File: config.mk
export PLATFORM = sky130hd
export DESIGN_NAME = mips_mem_stage
export DESIGN_NICKNAME = d
export VERILOG_FILES = /design/src/rtl/mips_mem_pkg.sv /design/src/rtl/mips_mem_timeout.sv /design/src/rtl/mips_mem_stage.sv
export SDC_FILE = /design/constraint.sdc
export NUM_CORES = 1
export LEC_CHECK = 0
export BUFFER_PORTS_ARGS = -buffer_cell sky130_fd_sc_hd__buf_2
export CORE_AREA = 2 2 95 97
export DETAILED_ROUTE_END_ITERATION = 8
export DIE_AREA = 0 0 97 99
export GPL_TIMING_DRIVEN = 0
export PLACE_DENSITY = 0.55
export SYNTH_ARGS = -nofsm -noshare
export SYNTH_HDL_FRONTEND = slang
export SYNTH_HIERARCHICAL = 1
export SYNTH_SLANG_ARGS = --single-unit
File: constraint.sdc
create_clock -name CLK -period 1.2 [get_ports CLK]
set_input_delay 0.24 -clock CLK [delete_from_list [all_inputs] [get_ports CLK]]
set_output_delay 0.24 -clock CLK [all_outputs]
set_load 0.005 [all_outputs]
File: src/rtl/mips_mem_pkg.sv
// ----------------------------------------------------------------------------
// mips_mem_pkg
// Shared definitions for the MIPS data-memory access stage:
//   - state_t         : access FSM encoding (ST_IDLE / ST_WAIT)
//   - TIMEOUT_CYCLES_DEFAULT : default request-cycle limit before an abort
//   - CNT_W           : width of the timeout counter for the default limit
//   - isMisaligned()  : word-alignment check on the two address LSBs
// The timeout feature itself is enabled by the MIPS_MEM_TIMEOUT_EN macro in
// the files that use this package.
// ----------------------------------------------------------------------------
package mips_mem_pkg;

  typedef enum logic {
    ST_IDLE = 1'b0,
    ST_WAIT = 1'b1
  } state_t;

  localparam int TIMEOUT_CYCLES_DEFAULT = 255;
  localparam int CNT_W = $clog2(TIMEOUT_CYCLES_DEFAULT + 1);

  // A word access is misaligned when either of the two low address bits is set.
  function automatic logic isMisaligned(input logic [1:0] addrLsb);
    return (addrLsb != 2'b00);
  endfunction

endpackage : mips_mem_pkg

File: src/rtl/mips_mem_timeout.sv
// ----------------------------------------------------------------------------
// mips_mem_timeout
// Request-cycle counter used by the memory stage to detect a hung memory.
// Built only when MIPS_MEM_TIMEOUT_EN is defined.
// Ports:
//   CLK, RST_N   clock / asynchronous active-low reset
//   CntLoad      load the counter with 1 (first request cycle was issued)
//   CntInc       count one more request cycle
//   CntClr       clear the counter (transaction finished or aborted)
//   CntTerminal  counter has reached TIMEOUT_CYCLES
// Clear has priority over load, load over increment.
// ----------------------------------------------------------------------------
module mips_mem_timeout
  import mips_mem_pkg::*;
#(
  parameter int TIMEOUT_CYCLES = TIMEOUT_CYCLES_DEFAULT,
  parameter int CW             = CNT_W
) (
  input  logic CLK,
  input  logic RST_N,
  input  logic CntLoad,
  input  logic CntInc,
  input  logic CntClr,
  output logic CntTerminal
);

  logic [CW-1:0] cntQ;

  // Request-cycle counter register.
  always_ff @(posedge CLK or negedge RST_N) begin
    if (!RST_N) begin
      cntQ <= {CW{1'b0}};
    end else if (CntClr) begin
      cntQ <= {CW{1'b0}};
    end else if (CntLoad) begin
      cntQ <= {{(CW-1){1'b0}}, 1'b1};
    end else if (CntInc) begin
      cntQ <= cntQ + {{(CW-1){1'b0}}, 1'b1};
    end else begin
      cntQ <= cntQ;
    end
  end

  assign CntTerminal = (cntQ == CW'(TIMEOUT_CYCLES));

endmodule : mips_mem_timeout

File: src/rtl/mips_mem_stage.sv
// ----------------------------------------------------------------------------
// mips_mem_stage
// Data-memory access stage of the 5-stage MIPS pipeline (EX/MEM -> MEM/WB).
// Converts load/store control into a DMemReq/DMemReady handshake, stalls the
// upstream pipeline while memory is busy and sends bubbles (RegWriteOut = 0)
// into MEM/WB during the stall. Misaligned word accesses are dropped and
// flagged in the sticky MisalignErr.
//
// Optional feature: define MIPS_MEM_TIMEOUT_EN to abort a request that has
// been outstanding for TIMEOUT_CYCLES cycles and set the sticky BusErr.
// Without it the stage waits indefinitely and BusErr is tied to 0.
//
// Ports:
//   CLK, RST_N                    clock / asynchronous active-low reset
//   MemReadMEM, MemWriteMEM       load / store control from EX/MEM
//   MemtoregMEM, RegWriteMEM      WB control from EX/MEM
//   ALUResultMEM, WriteDataMEM    effective address / store data
//   WriteRegMEM                   destination register
//   MemtoregOut, RegWriteOut      WB control to MEM/WB (RegWriteOut gated)
//   ALUResultOut, WriteRegOut     pass-through to MEM/WB
//   MemReadDataMEM                load data to MEM/WB (0 unless completing)
//   StallMEM                      freezes PC, IF/ID, ID/EX, EX/MEM
//   DMemReq/We/Addr/WData         data-memory request side
//   DMemRData, DMemReady          data-memory response side
//   MisalignErr, BusErr           sticky error flags
// ----------------------------------------------------------------------------
module mips_mem_stage
  import mips_mem_pkg::*;
#(
  parameter int AW             = 32,
  parameter int DW             = 32,
  parameter int TIMEOUT_CYCLES = TIMEOUT_CYCLES_DEFAULT
) (
  input  logic          CLK,
  input  logic          RST_N,
  input  logic          MemReadMEM,
  input  logic          MemWriteMEM,
  input  logic          MemtoregMEM,
  input  logic          RegWriteMEM,
  input  logic [AW-1:0] ALUResultMEM,
  input  logic [DW-1:0] WriteDataMEM,
  input  logic [4:0]    WriteRegMEM,
  output logic          MemtoregOut,
  output logic          RegWriteOut,
  output logic [AW-1:0] ALUResultOut,
  output logic [4:0]    WriteRegOut,
  output logic [DW-1:0] MemReadDataMEM,
  output logic          StallMEM,
  output logic          DMemReq,
  output logic          DMemWe,
  output logic [AW-1:0] DMemAddr,
  output logic [DW-1:0] DMemWData,
  input  logic [DW-1:0] DMemRData,
  input  logic          DMemReady,
  output logic          MisalignErr,
  output logic          BusErr
);

  state_t stateQ;
  state_t stateD;
  logic   op;
  logic   mis;
  logic   reqRaw;
  logic   abort;
  logic   done;
  logic   misErrQ;
  logic   busErrQ;

`ifdef MIPS_MEM_TIMEOUT_EN
  localparam int CntW = $clog2(TIMEOUT_CYCLES + 1);
  logic cntLoad;
  logic cntInc;
  logic cntClr;
  logic cntTerminal;

  mips_mem_timeout #(
    .TIMEOUT_CYCLES (TIMEOUT_CYCLES),
    .CW             (CntW)
  ) uTimeout (
    .CLK         (CLK),
    .RST_N       (RST_N),
    .CntLoad     (cntLoad),
    .CntInc      (cntInc),
    .CntClr      (cntClr),
    .CntTerminal (cntTerminal)
  );
`endif

  assign op  = MemReadMEM | MemWriteMEM;
  assign mis = op & isMisaligned(ALUResultMEM[1:0]);

  // FSM state register.
  always_ff @(posedge CLK or negedge RST_N) begin
    if (!RST_N) begin
      stateQ <= ST_IDLE;
    end else begin
      stateQ <= stateD;
    end
  end

  // Next-state and request decode (request is Mealy in IDLE).
  always_comb begin
    stateD = stateQ;
    reqRaw = 1'b0;
    abort  = 1'b0;
`ifdef MIPS_MEM_TIMEOUT_EN
    cntLoad = 1'b0;
    cntInc  = 1'b0;
    cntClr  = 1'b0;
`endif
    case (stateQ)
      ST_IDLE: begin
        if (op && !mis) begin
          reqRaw = 1'b1;
          if (!DMemReady) begin
            stateD = ST_WAIT;
`ifdef MIPS_MEM_TIMEOUT_EN
            cntLoad = 1'b1;
`endif
          end else begin
            stateD = ST_IDLE;
          end
        end else begin
          stateD = ST_IDLE;
        end
      end
      ST_WAIT: begin
        if (DMemReady) begin
          // Completion cycle: the next instruction starts from IDLE.
          reqRaw = 1'b1;
          stateD = ST_IDLE;
`ifdef MIPS_MEM_TIMEOUT_EN
          cntClr = 1'b1;
        end else if (cntTerminal) begin
          // Request has been held TIMEOUT_CYCLES cycles: drop it.
          abort  = 1'b1;
          stateD = ST_IDLE;
          cntClr = 1'b1;
`endif
        end else begin
          reqRaw = 1'b1;
          stateD = ST_WAIT;
`ifdef MIPS_MEM_TIMEOUT_EN
          cntInc = 1'b1;
`endif
        end
      end
      default: begin
        stateD = ST_IDLE;
      end
    endcase
  end

  // Gating with RST_N makes the request drop as soon as reset asserts,
  // even in the middle of a transaction.
  assign DMemReq   = reqRaw & RST_N;
  assign StallMEM  = DMemReq & ~DMemReady;
  assign done      = DMemReq & DMemReady;
  assign DMemWe    = DMemReq & MemWriteMEM;
  assign DMemAddr  = ALUResultMEM;
  assign DMemWData = WriteDataMEM;

  // A stalled, misaligned or aborted cycle writes a bubble into MEM/WB.
  assign RegWriteOut    = RegWriteMEM & ~StallMEM & ~mis & ~abort;
  assign MemtoregOut    = MemtoregMEM;
  assign ALUResultOut   = ALUResultMEM;
  assign WriteRegOut    = WriteRegMEM;
  assign MemReadDataMEM = done ? DMemRData : {DW{1'b0}};

  // Sticky error flags, cleared only by reset.
  always_ff @(posedge CLK or negedge RST_N) begin
    if (!RST_N) begin
      misErrQ <= 1'b0;
      busErrQ <= 1'b0;
    end else begin
      misErrQ <= misErrQ | mis;
      busErrQ <= busErrQ | abort;
    end
  end

  assign MisalignErr = misErrQ;
`ifdef MIPS_MEM_TIMEOUT_EN
  assign BusErr = busErrQ;
`else
  assign BusErr = 1'b0;
`endif

endmodule : mips_mem_stage

==> flow_summary.json <==
{
  "skew_ns": 0,
  "hold_viol": 0,
  "hp-start": "MemReadMEM",
  "grt_pass1_wl_um": 6710,
  "p_per_area_mw_per_mm2": 449,
  "dp_cells": 481,
  "p_total_mw": 1.12,
  "drv_cap": 0,
  "io_buffer_count": 177,
  "worstPathCellList": "inv_2 > o31a_1 > buf_6 > buf_6 > nor2_1 > buf_2",
  "setup_ws_ns": -0.280,
  "num_rows": 34,
  "syn_inst": 196,
  "post-synth-top-area-cell": "buf_4",
  "p_leak_nw": 1.51,
  "first_global_vias": 1541,
  "drv_slew": 0,
  "r2r_setup_slack_ns": 0.07,
  "required_ns": 0.96,
  "dpl_worst_slack_ns": -0.373,
  "diodes": 0,
  "die_h_um": 99,
  "viasPerCell": 3.59,
  "whs_endpoint": "MisalignErr",
  "crit_family": "buffers and inverters",
  "max_stage_delay_ns": 0.36,
  "vdd.ir_drop.worst_mv": 0.199,
  "drc": 0,
  "synth.ff_latch_count": 2,
  "hp-class": "in -> reg",
  "ys_warn_count": 6,
  "r2r-end": "stateQ",
  "syn_avg_cell_area_sq_um": 6.80,
  "crit_buf_inv": 4,
  "fillers": 972,
  "multi_input_area_sq_um": 435,
  "arrival_ns": 1.24,
  "drt_first_pass_iters": 4,
  "critPathMaxFanout": 10,
  "drtIter0Drc": 25,
  "hold_depth": 3,
  "core_area_sq_mm": 0.00855,
  "die_w_um": 97,
  "setup_violations": 35,
  "crit_path_end_kind": "output port",
  "finalNonFillerCells": 490,
  "cp-start-kind": "register",
  "drive_gt1_share_pct": 82.2,
  "cpMaxStageDelayCell": "dfrtp_1",
  "syn_area_sq_mm": 0.00133,
  "rsz0062_at_grt": "true",
  "io_pins": 248,
  "r2r_cells": 6,
  "cp_common_cell": "buf_6",
  "synth_top_area_share_pct": 58.0,
  "antenna_found_initial": 0,
  "cts_root_buffer": "clkbuf_8",
  "place_hpwl_um": 4200,
  "regArea_sq_um": 50.0,
  "dieArea_sq_mm": 0.00960,
  "numClockSinks": 2,
  "cts_tree": "built",
  "clk_pin_slew_ns": 0.03,
  "ys_seq_area_share_pct": 3.76,
  "period_share_pct": 123,
  "drt_wl_total_um": 4790,
  "routabilityCongestion": 0.717,
  "grt_usage_pct": 8.18,
  "syn_to_final_growth_pct": 86.7,
  "grt_max_degree": 11,
  "syn-num-nets": 304,
  "fin_crit_ns": 1.48,
  "num-nets-final": 492,
  "yosysUniqueCellTypes": 19,
  "grt-ovfl-total": 0,
  "status": "finished, violations left",
  "utilization_pct": 29.1,
  "clk_latency_ns": 0.21,
  "worstReg2RegStart": "stateQ",
  "violations": "setup timing",
  "htreeDepth": 1,
  "antenna_left": 0,
  "wl_per_cell_um": 9.77,
  "max_freq_mhz": 676,
  "critPathKind": "reg -> out",
  "dr_total_vias": 1757,
  "synth_area_leaders": "buf_4, nand3_1, nor2_1",
  "cts_buffer_depth": 2,
  "cts_buffers": 3,
  "initial_core_util_pct": 15.6
}
==> through the flow <==
step	setup TNS (ns)	hold slack, ns	cell area [sq um]
3_5_place_dp	-10.75	0.0324	2350
6_report	-9.10	0.346	2490
5_1_grt	-11.59	0.376	2490
4_1_cts	-9.63	0.335	2430
3_3_place_gp	-10.26	0.0314	2350
2_1_floorplan	0	-0.0556	1330
==> cell type report <==
class | instances | area share, %
Buffer | 115 | 35.0
Sequential cell | 2 | 2.01
Clock buffer | 3 | 1.66
Inverter | 1 | 0.151
Multi-Input combinational cell | 78 | 17.5
Tap cell | 108 | 5.43
Timing Repair Buffer | 183 | 38.2
==> placed cells by master, fill, tap and decap left out, drive strengths merged <==
cell,count
dlygate4sd3,1
inv,1
nand3,32
dfrtp,2
o31a,1
a21oi,1
buf,290
nand2b,1
o21bai,1
nor2,38
conb,1
o21ai,1
clkbuf,10
nand2,1
nor2b,1
==> Yosys cell counts <==
library cell,number
buf_4,103
nand3_1,32
nor2_4,9
o21bai_1,1
buf_6,3
inv_1,1
dfrtp_1,2
a21oi_1,1
buf_12,1
o21ai_0,1
nand2_1,1
conb_1,1
nor2_2,1
nor2_1,28
buf_2,2
o31a_1,1
nand2b_1,1
clkbuf_1,6
nor2b_1,1
==> kinds of logic after synthesis <==
family	after synthesis	synth area share (%)
AND/OR/NAND/NOR	73	29.2
flip-flops	2	3.76
other	1	0.281
AO/OA/AOI/OAI	4	1.97
buffers and inverters	116	64.8
==> how the worst max path moves through the flow <==
stage / cells past startpoint / slack [ns] / to / startpoint
after floorplan: 4 / 0.04 / MemReadDataMEM[21] / DMemReady
after global placement: 6 / -0.36 / MemReadDataMEM[2] / RST_N
after detailed placement: 6 / -0.37 / MemReadDataMEM[28] / RST_N
after CTS: 6 / -0.31 / MemReadDataMEM[28] / stateQ
after global routing: 6 / -0.36 / MemReadDataMEM[15] / stateQ
final: 6 / -0.28 / MemReadDataMEM[15] / stateQ
==> state kept, by name (all words and copies together) (netlist names) <==
register and count:
stateQ 1, MisalignErr 1
==> per-layer routing <==
layer	wire, um	global-route usage (%)
met4	0	1.63
met5	0	0
met2	2650	17.0
met1	1580	8.35
met3	557	1.63
==> power breakdown <==
group,internal [mW],leakage (nW),switching [mW],total [mW]
Combinational,0.492,1.46,0.292,0.784
Clock,0.212,0.0216,0.0494,0.261
Sequential,0.0702,0.0220,0.000806,0.0710
==> tightest hold or removal path, stage by stage <==
cell,delay [ns]
buf_2,0.07
nor2_1,0.06
o21bai_1,0.14
==> what timing repair did <==
| action | CTS | global route |
|---|---|---|
| gates resized for setup | 5 | 9 |
| buffers inserted | 2 | 2 |
| hold buffers | 1 | 0 |
| endpoints found under the hold margin | 2 | 0 |
| setup endpoints to repair | 36 | 37 |
| pin swaps | 1 | 5 |
| cloned | 0 | 1 |
(Power assumes the default switching activity.)
